--- src/rtl/fetch_unit.sv ---
// fetch_unit: instruction-fetch stage. Owns the PC, issues instruction-memory
// requests, keeps returned words in a small in-order prefetch queue and
// drives the IF/ID pipeline register.
// Optional feature: define FETCH_PERF_CNT_EN to add the fetch_bubbles counter.

module fetch_unit #(
    parameter logic [31:0] RESET_PC = 32'h0000_0000,
    parameter int unsigned DEPTH    = 2
) (
    input  logic        clk,
    input  logic        rst_n,
    input  logic        stallf,
    input  logic        stalld,
    input  logic        flushd,
    input  logic [1:0]  pcsrce,
    input  logic [31:0] pctargete,
    output logic        imem_req,
    output logic [31:0] imem_addr,
    input  logic        imem_ready,
    input  logic        imem_rvalid,
    input  logic [31:0] imem_rdata,
    output logic [31:0] instrd,
    output logic [31:0] pcd,
    output logic [31:0] pcplus4d,
    output logic        validd
`ifdef FETCH_PERF_CNT_EN
    ,
    output logic [31:0] fetch_bubbles
`endif
);

    localparam int unsigned PTR_W  = (DEPTH > 1) ? $clog2(DEPTH) : 1;
    localparam int unsigned CNT_W  = PTR_W + 1;
    // Wide enough for every response the memory can still owe us after
    // several back-to-back redirects.
    localparam int unsigned DROP_W = 8;

    localparam logic [31:0]      NOP_INSTR = 32'h0000_0013;
    localparam logic [CNT_W-1:0] DEPTH_C   = CNT_W'(DEPTH);

    // Program counter and queue bookkeeping
    logic [31:0]       pc_q, pc_d;
    logic [PTR_W-1:0]  head_q, head_d;
    logic [PTR_W-1:0]  tail_q, tail_d;
    logic [CNT_W-1:0]  count_q, count_d;
    logic [CNT_W-1:0]  filled_q, filled_d;
    logic [DROP_W-1:0] drop_q, drop_d;

    // Slot storage: request PC and returned word per slot
    logic [31:0] slotPc_q   [DEPTH];
    logic [31:0] slotWord_q [DEPTH];

    // IF/ID pipeline register
    logic [31:0] instr_q, instr_d;
    logic [31:0] pcd_q, pcd_d;
    logic [31:0] pcplus4_q, pcplus4_d;
    logic        valid_q, valid_d;

    // Control decode
    logic             redirect;
    logic [CNT_W-1:0] unfilled;
    logic             headFilled;
    logic             pop;
    logic             accept;
    logic             dropActive;
    logic             fill;
    logic             rspCountsAsDrop;
    logic [PTR_W-1:0] fillIdx;

    assign redirect   = |pcsrce;
    assign unfilled   = count_q - filled_q;
    // Slots fill strictly in order, so the head is filled whenever any slot is.
    assign headFilled = (filled_q != '0);
    assign pop        = headFilled && !redirect && !flushd && !stalld;
    assign imem_req   = rst_n && !stallf && !redirect &&
                        ((count_q < DEPTH_C) || pop);
    assign imem_addr  = pc_q;
    assign accept     = imem_req && imem_ready;
    assign dropActive = (drop_q != '0);
    assign fill       = imem_rvalid && !redirect && !dropActive &&
                        (unfilled != '0);
    // The oldest unfilled slot sits right after the filled run at the head.
    assign fillIdx    = head_q + filled_q[PTR_W-1:0];
    // A response in a redirect cycle belongs to either an older drop or one
    // of the slots being discarded right now.
    assign rspCountsAsDrop = imem_rvalid && (dropActive || (unfilled != '0));

    // Next PC: a redirect wins over everything, otherwise advance on acceptance.
    always_comb begin
        pc_d = pc_q;
        if (redirect) begin
            pc_d = pctargete;
        end else if (accept) begin
            pc_d = pc_q + 32'd4;
        end
    end

    // Queue pointers, occupancy, fill count and pending-drop count.
    always_comb begin
        head_d   = head_q;
        tail_d   = tail_q;
        count_d  = count_q;
        filled_d = filled_q;
        drop_d   = drop_q;
        if (redirect) begin
            tail_d   = head_q;
            count_d  = '0;
            filled_d = '0;
            drop_d   = drop_q + DROP_W'(unfilled) - DROP_W'(rspCountsAsDrop);
        end else begin
            if (imem_rvalid && dropActive) begin
                drop_d = drop_q - DROP_W'(1);
            end
            count_d  = count_q + CNT_W'(accept) - CNT_W'(pop);
            filled_d = filled_q + CNT_W'(fill) - CNT_W'(pop);
            if (pop) begin
                head_d = head_q + PTR_W'(1);
            end
            if (accept) begin
                tail_d = tail_q + PTR_W'(1);
            end
        end
    end

    // IF/ID next value: flush beats stall, stall beats load, else a bubble.
    always_comb begin
        instr_d   = instr_q;
        pcd_d     = pcd_q;
        pcplus4_d = pcplus4_q;
        valid_d   = valid_q;
        if (flushd) begin
            instr_d   = NOP_INSTR;
            pcd_d     = '0;
            pcplus4_d = '0;
            valid_d   = 1'b0;
        end else if (stalld) begin
            instr_d   = instr_q;
        end else if (headFilled && !redirect) begin
            instr_d   = slotWord_q[head_q];
            pcd_d     = slotPc_q[head_q];
            pcplus4_d = slotPc_q[head_q] + 32'd4;
            valid_d   = 1'b1;
        end else begin
            instr_d   = NOP_INSTR;
            pcd_d     = '0;
            pcplus4_d = '0;
            valid_d   = 1'b0;
        end
    end

    // State registers for PC, queue bookkeeping and the IF/ID register.
    always_ff @(posedge clk or negedge rst_n) begin
        if (!rst_n) begin
            pc_q      <= RESET_PC;
            head_q    <= '0;
            tail_q    <= '0;
            count_q   <= '0;
            filled_q  <= '0;
            drop_q    <= '0;
            instr_q   <= NOP_INSTR;
            pcd_q     <= '0;
            pcplus4_q <= '0;
            valid_q   <= 1'b0;
        end else begin
            pc_q      <= pc_d;
            head_q    <= head_d;
            tail_q    <= tail_d;
            count_q   <= count_d;
            filled_q  <= filled_d;
            drop_q    <= drop_d;
            instr_q   <= instr_d;
            pcd_q     <= pcd_d;
            pcplus4_q <= pcplus4_d;
            valid_q   <= valid_d;
        end
    end

    // Slot payloads need no reset: occupancy counters say which are live.
    always_ff @(posedge clk) begin
        if (accept) begin
            slotPc_q[tail_q] <= pc_q;
        end
        if (fill) begin
            slotWord_q[fillIdx] <= imem_rdata;
        end
    end

    assign instrd   = instr_q;
    assign pcd      = pcd_q;
    assign pcplus4d = pcplus4_q;
    assign validd   = valid_q;

`ifdef FETCH_PERF_CNT_EN
    logic        bubble;
    logic [31:0] bubbles_q, bubbles_d;

    assign bubble = !flushd && !stalld && !(headFilled && !redirect);

    // Saturating count of edges where IF/ID receives a bubble.
    always_comb begin
        bubbles_d = bubbles_q;
        if (bubble && (bubbles_q != 32'hFFFF_FFFF)) begin
            bubbles_d = bubbles_q + 32'd1;
        end
    end

    // Bubble counter register.
    always_ff @(posedge clk or negedge rst_n) begin
        if (!rst_n) begin
            bubbles_q <= '0;
        end else begin
            bubbles_q <= bubbles_d;
        end
    end

    assign fetch_bubbles = bubbles_q;
`endif

endmodule

--- config.mk ---
export PLATFORM = sky130hd
export DESIGN_NAME = fetch_unit
export DESIGN_NICKNAME = d
export VERILOG_FILES = /design/src/rtl/fetch_unit.sv
export SDC_FILE = /design/constraint.sdc
export NUM_CORES = 1
export LEC_CHECK = 0
export BUFFER_PORTS_ARGS = -buffer_cell sky130_fd_sc_hd__buf_2
export CORE_UTILIZATION = 30
export DETAILED_ROUTE_END_ITERATION = 16
export MAX_ROUTING_LAYER = met4
export PLACE_DENSITY_LB_ADDON = 0.3
export SLEW_MARGIN = 20
export SYNTH_ARGS = -nofsm -noshare
export SYNTH_HDL_FRONTEND = slang
export SYNTH_SLANG_ARGS = --single-unit
--- constraint.sdc ---
create_clock -name clk -period 5.58 [get_ports clk]
set_clock_uncertainty 0.1 [all_clocks]
set_input_delay 0.558 -clock clk [delete_from_list [all_inputs] [get_ports clk]]
set_output_delay 0.558 -clock clk [all_outputs]
set_load 0.1 [all_outputs]
# After elaboration in Yosys (flattened, before gate mapping)
# Memory sizes are Yosys's and may differ from the RTL's.
# Index checks and enable logic that the tools add are counted.
[totals]
inputBits = 73
out_inout_bits = 130
word_cells = 78
mem_bits_rw = 128
n_memories = 2
ff_bits = 143
[memory_table]
columns = ["name", "depth", "width", "rd", "rd_ports_with_merged_regs", "wr", "line", "text"]
rows = [
  ["slotPc_q", 2, 32, 1, 0, 1, "50", "logic [31:0] slotPc_q [DEPTH];"],
  ["slotWord_q", 2, 32, 1, 0, 1, "51", "logic [31:0] slotWord_q [DEPTH];"],
]
[classes]
muxes = 24
n_eq_ne = 1
n_lt_le_gt_ge = 1
bitwise = 1
add_sub_neg = 13
reduce_logical = 26
[ops]
columns = ["operator", "count"]
rows = [
  ["two-way mux 32 bit", 11],
  ["adder 32 x 3 -> 32 bit (second input constant)", 2],
  ["two-way mux 8 bit", 2],
  ["logical AND 1 bit", 12],
  ["two-way mux 1 bit", 9],
  ["adder 8 x 2 -> 8 bit", 1],
  ["nonzero test 2 bit", 4],
  ["nonzero test 8 bit", 1],
  ["subtractor 8 x 1 -> 8 bit", 1],
  ["subtractor 8 x 1 -> 8 bit (second input constant)", 1],
  ["logical NOT 1 bit", 5],
  ["adder 2 x 1 -> 2 bit", 2],
  ["two-way mux 2 bit", 2],
  ["subtractor 2 x 1 -> 2 bit", 2],
  ["adder 1 bit (second input constant)", 2],
  ["logical OR 1 bit", 2],
  ["< comparator 2 bit (second input constant)", 1],
  ["inequality test 2 x 1 -> 1 bit (second input constant)", 1],
  ["AND reduction 2 bit", 1],
  ["OR reduction 2 bit", 1],
  ["subtractor 2 bit", 1],
  ["adder 1 bit", 1],
  ["NOT 1 bit", 1],
]

# Longest topological paths before layout
# Gate-level depths: netlist (run 1).
[logic_depth]
ltp_word = 11
mapped_depth = 18
depth_no_buf = 18

# Worst setup path before layout (run 1)
# No wires, ideal clock.
[synth_timing]
path_kind = "input-to-reg"
start = "input flushd"
end = "memory slotPc_q[0][0] (enable)"
required_time_ns = 5.057
setup_time_ns = 0.423
setup_slack_ns = 1.904
arrival_time_ns = 3.153
path_stages = 6
cell_sequence = "or4_1 > o21ai_2 > and3_1 > buf_4 > inv_2 > nor2_1"
[synth_via]
elab_chain_cells = 8
[synth_lines]
columns = ["element", "line", "text"]
rows = [
  ["start, declared", "14", "input logic flushd,"],
  ["logical NOT 1 bit", "74", "assign pop = headFilled && !redirect && !flushd && !stalld;"],
  ["logical AND 1 bit (2 in series)", "74", ""],
  ["logical OR 1 bit", "76", "((count_q < DEPTH_C) || pop);"],
  ["logical AND 1 bit", "75", "assign imem_req = rst_n && !stallf && !redirect &&"],
  ["logical AND 1 bit", "78", "assign accept = imem_req && imem_ready;"],
  ["two-way mux 1 bit", "180", "if (accept) begin"],
  ["two-way mux 1 bit (implied by the code)", "181", "slotPc_q[tail_q] <= pc_q;"],
  ["end, declared", "50", ""],
]
# No other way between the ends.

# Final worst setup path (run 1)
[layout_timing]
start = "register head_q"
end = "register pcplus4_q[26], in the netlist pcplus4d[26]"
[layout_via]
elab_chain_cells = 5
[layout_lines]
columns = ["element", "line", "text"]
rows = [
  ["start, declared", "43", "logic [PTR_W-1:0] head_q, head_d;"],
  ["start signal, assigned", "155", "head_q <= '0;"],
  ["start signal, assigned", "166", "head_q <= head_d;"],
  ["memory read (2 x 32 bit)", "n/a", ""],
  ["adder 32 x 3 -> 32 bit", "141", "pcplus4_d = slotPc_q[head_q] + 32'd4;"],
  ["two-way mux 32 bit", "138", "end else if (headFilled && !redirect) begin"],
  ["two-way mux 32 bit", "136", "end else if (stalld) begin"],
  ["two-way mux 32 bit", "131", "if (flushd) begin"],
  ["end signal, assigned", "173", "pcplus4_q <= pcplus4_d;"],
  ["end, declared", "56", "logic [31:0] pcplus4_q, pcplus4_d;"],
]
# No other way between the ends. The select of a mux whose other input is x is not followed.
# A chain may end at the register's enable or synchronous reset.

==> flow_summary.json, run 1 <==
{
  "status": "complete, no violations",
  "route.layer.met1.wl_mm": 14.8,
  "worstSetupEndpointType": "register",
  "top_signal_layer_used": "met4",
  "globalRouteTotalUtil_pct": 15.7,
  "power.density_cell_area_nw_per_um2": 349,
  "synth_seq_area_share_pct": 63.0,
  "slew-limit-headroom_pct": 30.4,
  "post_route_cells_drive_above_1_share_pct": 24.6,
  "power.combinational.fraction_pct": 15.4,
  "grt_setup_unrepaired": "false",
  "nFillCells": 3778,
  "wl_met3_mm": 1.53,
  "ports": 203,
  "synth_seq_cells": 269,
  "final_min_period_over_clock_period_pct": 60.4,
  "global_route_wire_length_before_repair_mm": 45.8,
  "die_height_um": 200,
  "syn2layout_area_growth_pct": 21.7,
  "internal_power_uw": 3550,
  "place_congestion": 0.802,
  "avgRoutedWirePerCell_um": 18.2,
  "synth.avg_cell_area_um2": 12.1,
  "clk-insertion-delay-late_ns": 0.57,
  "synth_cell_type_count": 69,
  "h_tree_level_count": 1,
  "portBuffers": 202,
  "synth-main-ff-cell": "sky130_fd_sc_hd__dfrtp_1",
  "detailed_placer_s_ending_hpwl_mm": 21.6,
  "synthesis.yosys.warnings": 0,
  "setup_tns_ns": 0,
  "detail_route.first_pass.iterations": 4,
  "slew_viol_final": 0,
  "cts_tree": "built",
  "drc": 0,
  "power.clock.fraction_pct": 40.1,
  "start_util_pct": 30.8,
  "worst_path_arrival_time_ns": 3.67,
  "hold_buffers": 1,
  "drt_iter0_drc": 426,
  "design.final.nets": 1262,
  "clock-root-buffer": "sky130_fd_sc_hd__clkbuf_16",
  "syn-instance-count": 966,
  "placement_rows": 71,
  "worst_ir_drop_vdd_mv": 0.215,
  "routed_vias": 7832,
  "cts_max_path_buffers": 3,
  "timing.hold.worst.class": "input port to register",
  "switching_share_pct": 28.5,
  "setup.worst_path.start_class": "register",
  "finalWirelength_mm": 30.9,
  "utilization_pct": 37.5,
  "route.antenna.remaining_nets": 0,
  "hold_slack_final_ns": 0.0749,
  "p_leak_uw": 0.00598,
  "power_switching_uw": 1410,
  "largest_net_degree_at_the_start_of_global_routing": 88,
  "critical_path.max_fanout": 59,
  "min_period_ns": 3.37,
  "die_w_um": 200,
  "worst_hold_path.num_cells": 1,
  "power.sequential.fraction_pct": 44.6,
  "ff2ff_path_depth": 8,
  "setup_viol_count_final": 0,
  "routed_via_density": 4.60,
  "clkSlewWorstSetupHoldPaths_ns": 0.06,
  "cts.sinks": 269,
  "wl_met2_mm": 14.0,
  "syn_area_um2": 11700,
  "total_clock_buffers_created_by_cts": 30,
  "max_cap_viol_count": 0,
  "dieArea_um2": 39800,
  "grt_pass1_vias": 7613,
  "synthArstFlopShare_pct": 52.4,
  "overflow": 0,
  "setup.worst_path.class": "register to register",
  "hold_viol": 0,
  "post_cts_resize_count": 0,
  "initial_antenna_violation_count": 3,
  "synth.net_count": 1064,
  "buffers_inserted_during_post_cts_setup_optimization": 0,
  "fmaxAchievable_mhz": 297,
  "data_required_time_of_the_worst_path_ns": 5.89,
  "floorplan.core_area_um2": 38000,
  "number_of_synthesized_flops_with_an_enable_pin": 128,
  "tightest_slew_ns": 1.04
}
[power by group through the flow]
stage / Combinational (µW) / Clock, µW / Sequential (µW)
after floorplan: 436 / 0 / 2370
after global placement: 744 / 0 / 2250
after detailed placement: 770 / 0 / 2250
after CTS: 775 / 2060 / 2220
after global routing: 851 / 2130 / 2220
final: 763 / 1990 / 2220
[registers in the layout (all words and copies together) (netlist names)]
name / flops
tail_q: 1
filled_q: 2
head_q: 1
slotPc_q: 64
slotWord_q: 64
imem_addr: 32
pcplus4d: 30
validd: 1
count_q: 2
pcd: 32
drop_q: 8
instrd: 32
[worst paths after layout]
kind,startpoint,end,slack (ns)
max,head_q,pcplus4d[26],2.21
max in group asynchronous,rst_n,head_q,3.88
max reg2reg,head_q,pcplus4d[26],2.21
min reg2reg,pcd[28],pcd[28],0.37
min,imem_rdata[17],slotWord_q[1][17],0.07
min in group asynchronous,rst_n,imem_addr[27],0.30
[per-layer routing]
layer | GRT usage, % | vias up
met1 | 21.6 | 3816
met3 | 2.99 | 39
met4 | 4.44 | 0
met2 | 23.4 | 163
li1 | - | 3814
met5 | - | -
[cell usage after synthesis (all sizes together), types with 3 or more instances]
master	count	share of area (%)
a311oi	3	0.22
nand4	9	0.59
clkbuf	30	1.1
and2	3	0.16
nor2b	4	0.21
mux2i	64	5.5
buf	13	0.77
nor2	42	1.3
nand3b	9	0.61
or3	3	0.21
dfstp	3	0.67
and3	10	0.55
nand4b	4	0.30
xor2	30	2.2
a211oi	5	0.36
nand2b	6	0.38
ha	24	2.6
xnor2	38	2.8
a31oi	4	0.21
dfrtp	138	30
nand3	18	0.77
o21ai	116	5.0
nand2	153	4.9
nor4	6	0.45
edfxtp	128	33
a22o	4	0.30
inv	30	0.96
a21o	6	0.38
nor3	18	1.0
a21oi	18	0.77
[logic make-up after synthesis]
kind of cell / synth area share [%]
compound gates: 8.33
xor+xnor: 5.09
fa+ha+maj: 2.74
buf+inv: 2.90
flops: 63.0
mux: 5.57
simple gates: 12.4
[cell usage in the layout (no fill, tap or decap), types with 29 or more instances in the layout]
master / count
sky130_fd_sc_hd__buf_2: 201
sky130_fd_sc_hd__nand2_1: 153
sky130_fd_sc_hd__dfrtp_1: 137
sky130_fd_sc_hd__edfxtp_1: 128
sky130_fd_sc_hd__o21ai_0: 95
sky130_fd_sc_hd__mux2i_1: 64
sky130_fd_sc_hd__nor2_1: 38
sky130_fd_sc_hd__xnor2_1: 38
sky130_fd_sc_hd__xor2_1: 30
sky130_fd_sc_hd__clkbuf_16: 30
sky130_fd_sc_hd__inv_1: 29
[layout make-up]
cell class | count | area, µm² | share of cell area (%)
antenna | 3 | 7.51 | 0.0527
sequential | 269 | 7380 | 51.8
clock buffer | 32 | 768 | 5.39
multi-input combinational | 622 | 4020 | 28.3
tap | 511 | 639 | 4.49
inverter | 31 | 116 | 0.817
timing repair buffer | 210 | 1080 | 7.58
clock inverter | 23 | 229 | 1.61
[critical path, cell delays in order, from the launching register on]
cell and delay (ns):
sky130_fd_sc_hd__dfrtp_4 1.09, sky130_fd_sc_hd__mux2_2 0.33, sky130_fd_sc_hd__ha_1 0.15, sky130_fd_sc_hd__inv_1 0.07
sky130_fd_sc_hd__a211oi_2 0.48, sky130_fd_sc_hd__nand3b_1 0.28, sky130_fd_sc_hd__nor4_1 0.38, sky130_fd_sc_hd__xor2_1 0.19
sky130_fd_sc_hd__o21ai_1 0.07
[through the flow]
stage / std cells / worst slack, ns / power, µW / instance area (µm²)
after global routing: 1701 / 1.95 / 5200 / 14200
final: 1701 / 2.21 / 4970 / 14200
after CTS: 1698 / 2.19 / 5050 / 14200
after global placement: 1642 / 2.29 / 3000 / 13200
after detailed placement: 1642 / 2.24 / 3020 / 13200
after floorplan: 966 / 1.90 / 2800 / 11700
Power figures use the tool's default switching activity.
==> run 2, diff against run 1 <==
==> constraint.sdc (replaced) <==
create_clock -name clk -period 3.1 [get_ports clk]
set_clock_uncertainty 0.1 [all_clocks]
set_input_delay 0.31 -clock clk [delete_from_list [all_inputs] [get_ports clk]]
set_output_delay 0.31 -clock clk [all_outputs]
set_load 0.1 [all_outputs]
==> run 2 against run 1 <==
Effect of this change: the flow now finishes with violations (setup timing); count of clock-buffer cells in the layout grew 8; routed wire length shrank 0.72%; highest routed layer unchanged; combinational power grew 100%; die area is the same; largest cell class unchanged; cell area grew 7.4%; global-route usage grew 0.13 points.
==> flow_summary.json, run 2 (synthesis results as in run 1) <==
{
  "status": "finished, violations left",
  "violations": "setup timing",
  "fmaxAchievable_mhz": 321,
  "final_cell_mix": "sky130_fd_sc_hd__buf_2 (201), sky130_fd_sc_hd__nand2_1 (153), sky130_fd_sc_hd__dfrtp_1 (137), sky130_fd_sc_hd__edfxtp_1 (128), sky130_fd_sc_hd__o21ai_0 (95)",
  "slew-limit-headroom_pct": 39.1,
  "setup.worst_path.start_class": "register",
  "portBuffers": 202,
  "clkSlewWorstSetupHoldPaths_ns": 0.06,
  "reg2reg_from": "count_q[0]",
  "min_period_ns": 3.12,
  "grt_util_met2_pct": 23.7,
  "final_common_cell": "sky130_fd_sc_hd__buf_2",
  "worst_setup_path_startpoint": "count_q[0]",
  "utilization_pct": 40.2,
  "design.final.nets": 1362,
  "routed_via_density": 4.52,
  "dp_cells": 1671,
  "grt_util_met3_pct": 2.14,
  "critical_path.max_fanout": 2,
  "power.density_cell_area_nw_per_um2": 606,
  "crit_end": "drop_q[6]",
  "reg2reg_slack_ns": -0.02,
  "ff2ff_path_depth": 18,
  "critical_path_buf_inv_count": 3,
  "design_area_um2": 15300,
  "total_clock_buffers_created_by_cts": 30,
  "routed_vias": 8134,
  "dpl_cell_area_um2": 13500,
  "finalWirelength_mm": 30.7,
  "syn2layout_area_growth_pct": 30.7,
  "crit_slowest_cell": "sky130_fd_sc_hd__dfrtp_1",
  "globalRouteTotalUtil_pct": 15.8,
  "placement_rows": 71,
  "drc": 0,
  "data_required_time_of_the_worst_path_ns": 3.43,
  "tightest_slew_ns": 0.913,
  "met1_global_route_usage_pct": 21.9,
  "dieArea_um2": 39800,
  "final_min_period_over_clock_period_pct": 101,
  "initial_antenna_violation_count": 0,
  "crit_path_max_incr_delay_ns": 0.34,
  "route.antenna.remaining_nets": 0,
  "layout.cells.non_filler": 1799,
  "p_leak_uw": 0.00649,
  "timing.critical_path.max_delay_family": "adder cells",
  "crit_cells": 18,
  "slew_viol_final": 0,
  "setup_viol_count_final": 1,
  "ports": 203,
  "hold_viol": 0,
  "grt_pass1_vias": 8074,
  "start_util_pct": 30.8,
  "drt_iter0_drc": 336,
  "die_height_um": 200,
  "capturing_point_of_the_worst_reg2reg_path": "drop_q[6]",
  "floorplan.core_area_um2": 38000,
  "biggestRegsByFlops": "slotPc_q x64, slotWord_q x64",
  "clk-insertion-delay-late_ns": 0.57,
  "clock-root-buffer": "sky130_fd_sc_hd__clkbuf_16",
  "antennaDiodeCount": 0,
  "place_congestion": 0.832,
  "timing.hold.worst.class": "input port to asynchronous set/reset pin",
  "grt_setup_unrepaired": "true",
  "cts_tree": "built",
  "avgRoutedWirePerCell_um": 17.1,
  "largest_net_degree_at_the_start_of_global_routing": 67,
  "worst_ir_drop_vdd_mv": 0.346,
  "top_usage_layer": "met2",
  "worstSetupEndpointType": "register",
  "detail_route.first_pass.iterations": 5,
  "post_route_cells_drive_above_1_share_pct": 25.5,
  "worst_path_arrival_time_ns": 3.45,
  "setup.worst_path.class": "register to register",
  "cts_max_path_buffers": 3,
  "cts.sinks": 269,
  "die_w_um": 200,
  "crit_chain": "inv_1 > ha_1 > xor2_1 > xnor2_1 > nand2_1 > nand2_1 > nand2_1 > ha_1 > inv_1 > ha_2 > inv_1 > fa_2 > nand2b_4 > a21oi_2 > nor2_1 > o21bai_1 > mux2i_1 > a32oi_1",
  "final_critical_path_setup_slack_ns": -0.0160,
  "detailed_placer_s_ending_hpwl_mm": 21.6,
  "max_cap_viol_count": 0,
  "h_tree_level_count": 1,
  "global_route_wire_length_before_repair_mm": 46.6,
  "hold_slack_final_ns": 0.0523,
  "overflow": 0
}
==> run 2: cell types whose count changed in the layout (fill, tap and decap cells not counted), moves of 2 or more <==
cell / delta
sky130_fd_sc_hd__buf_4: +29
sky130_fd_sc_hd__diode_2: -3
sky130_fd_sc_hd__clkinvlp_4: -4
sky130_fd_sc_hd__clkinv_1: -5
sky130_fd_sc_hd__buf_12: +6
sky130_fd_sc_hd__dlygate4sd3_1: +65
sky130_fd_sc_hd__a21oi_1: -2
sky130_fd_sc_hd__bufinv_16: +3
sky130_fd_sc_hd__clkbuf_1: +8
sky130_fd_sc_hd__clkinv_2: +2
sky130_fd_sc_hd__a21oi_2: +2
==> run 2: per-stage QoR <==
step	TNS, ns	setup WS, ns	total power [µW]
2_1_floorplan	0	0.0642	5050
3_3_place_gp	0	0.0131	5450
3_5_place_dp	-0.0500	-0.0500	5490
4_1_cts	0	0.00172	9410
5_1_grt	-0.285	-0.171	9720
6_report	-0.0160	-0.0160	9280
==> run 2: how the worst min path moves through the flow <==
stage | startpoint | to | slack (ns) | cells after the start
after floorplan | rst_n | count_q[0] | -0.09 | 0
after CTS | rst_n | imem_addr[17] | 0.02 | 2
after global placement | rst_n | imem_addr[17] | 0.05 | 1
after detailed placement | rst_n | imem_addr[17] | 0.05 | 1
final | rst_n | imem_addr[17] | 0.05 | 2
after global routing | rst_n | imem_addr[27] | 0.05 | 2
==> run 2: layout make-up <==
cell class                 instances  area, µm²
tap                              511        639
clock inverter                    16        251
inverter                          31        116
sequential                       269       7380
multi-input combinational        622       4040
fill                            3737      22700
timing repair buffer             310       2070
clock buffer                      40        798
==> run 2: metal layers <==
| metal | part of all wire (%) | up-vias |
|---|---|---|
| met5 | 0 | - |
| met4 | 2.5 | 0 |
| met3 | 4.3 | 52 |
| met2 | 45 | 181 |
| met1 | 48 | 3896 |
| li1 | - | 4005 |
==> run 2: repair_timing <==
item | in CTS | in global routing
setup buffers | 2 | 4
cloned | 0 | 0
hold buffers | 66 | 0
endpoints found under the setup margin | 1 | 5
resized for setup | 4 | 2
endpoints found under the hold margin | 107 | 0
pin swaps | 6 | 4
==> run 2: report_power, final <==
group / leakage [µW] / internal [µW] / switching (µW)
logic: 0.00296 / 606 / 928
clock network: 0.000512 / 2320 / 1440
registers: 0.00302 / 3860 / 125
==> run 3, diff against run 2 <==
--- a/config.mk
+++ b/config.mk
@@ -10,6 +10,7 @@
 export DETAILED_ROUTE_END_ITERATION = 16
 export MAX_ROUTING_LAYER = met4
 export PLACE_DENSITY_LB_ADDON = 0.3
+export RECOVER_POWER = 50
 export SLEW_MARGIN = 20
 export SYNTH_ARGS = -nofsm -noshare
 export SYNTH_HDL_FRONTEND = slang
==> run 3 against run 2 <==
Effect of this change: the flow finishes with violations (capacitance limit, slew limit, setup timing); largest cell class unchanged; final cell count stayed put; via count is 0.11% higher; register-to-register slack hardly changed; global-route usage stayed put; count of clock-buffer cells in the layout stayed put; maximum frequency is 0.19% higher; largest power group unchanged; worst setup slack better by 0.0060 ns; critical endpoint unchanged; critical path depth stayed put.
==> flow_summary.json, run 3 (synthesis results as in run 1) <==
{
  "cts_tree": "built",
  "hold_viol": 0,
  "largest_net_degree_at_the_start_of_global_routing": 67,
  "power_switching_uw": 2500,
  "cts_max_path_buffers": 3,
  "avgRoutedWirePerCell_um": 17.1,
  "max_cap_viol_count": 2,
  "start_util_pct": 30.8,
  "dieArea_um2": 39800,
  "drc": 0,
  "crit_path_max_incr_delay_ns": 0.34,
  "min_period_ns": 3.11,
  "critical_path.max_fanout": 2,
  "top_signal_layer_used": "met4",
  "reg2reg_from": "count_q[0]",
  "slew_viol_final": 132,
  "syn2layout_area_growth_pct": 29.7,
  "setup.worst_path.class": "register to register",
  "internal_power_uw": 6770,
  "initial_antenna_violation_count": 0,
  "global_route_wire_length_before_repair_mm": 46.6,
  "drt_iter0_drc": 334,
  "detail_route.first_pass.iterations": 4,
  "final_cell_mix": "sky130_fd_sc_hd__nand2_1 (153), sky130_fd_sc_hd__dfrtp_1 (137), sky130_fd_sc_hd__edfxtp_1 (128), sky130_fd_sc_hd__buf_2 (116), sky130_fd_sc_hd__o21ai_0 (95)",
  "place_congestion": 0.832,
  "design.final.nets": 1362,
  "grt_setup_unrepaired": "true",
  "slew-limit-headroom_pct": -17.8,
  "status": "finished, violations left",
  "p_leak_uw": 0.00616,
  "overflow": 0,
  "crit_slowest_cell": "sky130_fd_sc_hd__dfrtp_1",
  "power.combinational.fraction_pct": 16.5,
  "h_tree_level_count": 1,
  "hold_slack_final_ns": 0.0510,
  "die_height_um": 200,
  "switching_share_pct": 27.0,
  "worst_ir_drop_vdd_mv": 0.347,
  "timing.hold.worst.class": "input port to asynchronous set/reset pin",
  "route.antenna.remaining_nets": 0,
  "antennaDiodeCount": 0,
  "grt_pass1_vias": 8074,
  "power.clock.fraction_pct": 40.6,
  "final_critical_path_setup_slack_ns": -0.0100,
  "placement_rows": 71,
  "routed_via_density": 4.53,
  "clock-root-buffer": "sky130_fd_sc_hd__clkbuf_16",
  "power.density_cell_area_nw_per_um2": 611,
  "worstSetupEndpointType": "register",
  "post_route_cells_drive_above_1_share_pct": 18.9,
  "die_w_um": 200,
  "power.sequential.fraction_pct": 43.0,
  "final_min_period_over_clock_period_pct": 100,
  "reg2reg_slack_ns": -0.01,
  "setup.worst_path.start_class": "register",
  "floorplan.core_area_um2": 38000,
  "final_common_cell": "sky130_fd_sc_hd__nand2_1",
  "portBuffers": 202,
  "setup_viol_count_final": 1,
  "clkSlewWorstSetupHoldPaths_ns": 0.06,
  "detailed_placer_s_ending_hpwl_mm": 21.6,
  "globalRouteTotalUtil_pct": 15.8,
  "finalWirelength_mm": 30.7,
  "ports": 203,
  "worst_path_arrival_time_ns": 3.44,
  "biggestRegsByFlops": "slotPc_q x64, slotWord_q x64",
  "routed_vias": 8143,
  "cts.sinks": 269,
  "clk-insertion-delay-late_ns": 0.57,
  "tightest_slew_ns": 1.77,
  "wl_met3_mm": 1.44,
  "total_clock_buffers_created_by_cts": 30,
  "timing.critical_path.max_delay_family": "adder cells",
  "route.layer.met1.wl_mm": 14.6,
  "critical_path_buf_inv_count": 3,
  "crit_chain": "inv_1 > ha_1 > xor2_1 > xnor2_1 > nand2_1 > nand2_1 > nand2_1 > ha_1 > inv_1 > ha_2 > inv_1 > fa_2 > nand2b_4 > a21oi_2 > nor2_1 > o21bai_1 > mux2i_1 > a32oi_1",
  "data_required_time_of_the_worst_path_ns": 3.43,
  "worst_setup_path_startpoint": "count_q[0]",
  "fmaxAchievable_mhz": 322,
  "report.power.total_uw": 9270,
  "setup_slack_after_placement_ns": -0.0500,
  "wl_met2_mm": 13.9,
  "violations": "capacitance limit, slew limit, setup timing"
}
[run 3: cell types whose count changed in the layout (fill, tap and decap cells not counted), sizes merged]
cell    before  now
buf        244  155
clkbuf      40  129
[run 3: repair_timing]
| action | in CTS | in global routing |
|---|---|---|
| cloned | 0 | 0 |
| hold buffers | 66 | 0 |
| endpoints found under the setup margin | 1 | 5 |
| gates resized for setup | 4 | 2 |
| buffers inserted | 2 | 4 |
| endpoints found under the hold margin | 107 | 0 |
| pin swaps | 6 | 4 |
[run 3: per-layer routing]
| metal | track usage [%] | vias up |
|---|---|---|
| li1 | - | 4011 |
| met1 | 21.9 | 3911 |
| met2 | 23.7 | 171 |
| met3 | 2.14 | 50 |
| met4 | 5.29 | 0 |
| met5 | - | - |
[run 3: final cells by class]
type                            count  area [µm²]
Clock buffer                       40         798
Timing Repair Buffer              310        1960
Multi-Input combinational cell    622        4040
Sequential cell                   269        7380
Inverter                           31         116
Tap cell                          511         639
Fill cell                        3775       22800
Clock inverter                     16         251
[run 3: path summary, 6_finish.rpt]
path                            cells past startpoint             to
worst max-delay path                               18      drop_q[6]
max in group asynchronous                           3         head_q
worst max register to register                     18      drop_q[6]
worst min-delay path                                2  imem_addr[17]
worst min register to register                      1        pcd[24]
min in group clk                                    4      drop_q[2]
[run 3: metrics by stage]
| step | setup TNS (ns) | utilization (%) | cells | instance area [µm²] |
|---|---|---|---|---|
| 2_1_floorplan | 0 | - | 966 | 11700 |
| 3_5_place_dp | -0.0500 | 35.6 | 1671 | 13500 |
| 4_1_cts | 0 | 40.1 | 1795 | 15300 |
| 6_report | -0.0100 | 39.9 | 1799 | 15200 |
| 5_1_grt | -0.325 | 39.9 | 1799 | 15200 |
| 3_3_place_gp | 0 | 35.6 | 1671 | 13500 |
[run 3: power groups by stage]
stage          Clock, µW  Combinational [µW]  Sequential, µW
4_1_cts             3880                1540            3980
6_report            3760                1530            3980
5_1_grt             4010                1710            4000
3_3_place_gp           0                1410            4050
2_1_floorplan          0                 786            4260
3_5_place_dp           0                1430            4060
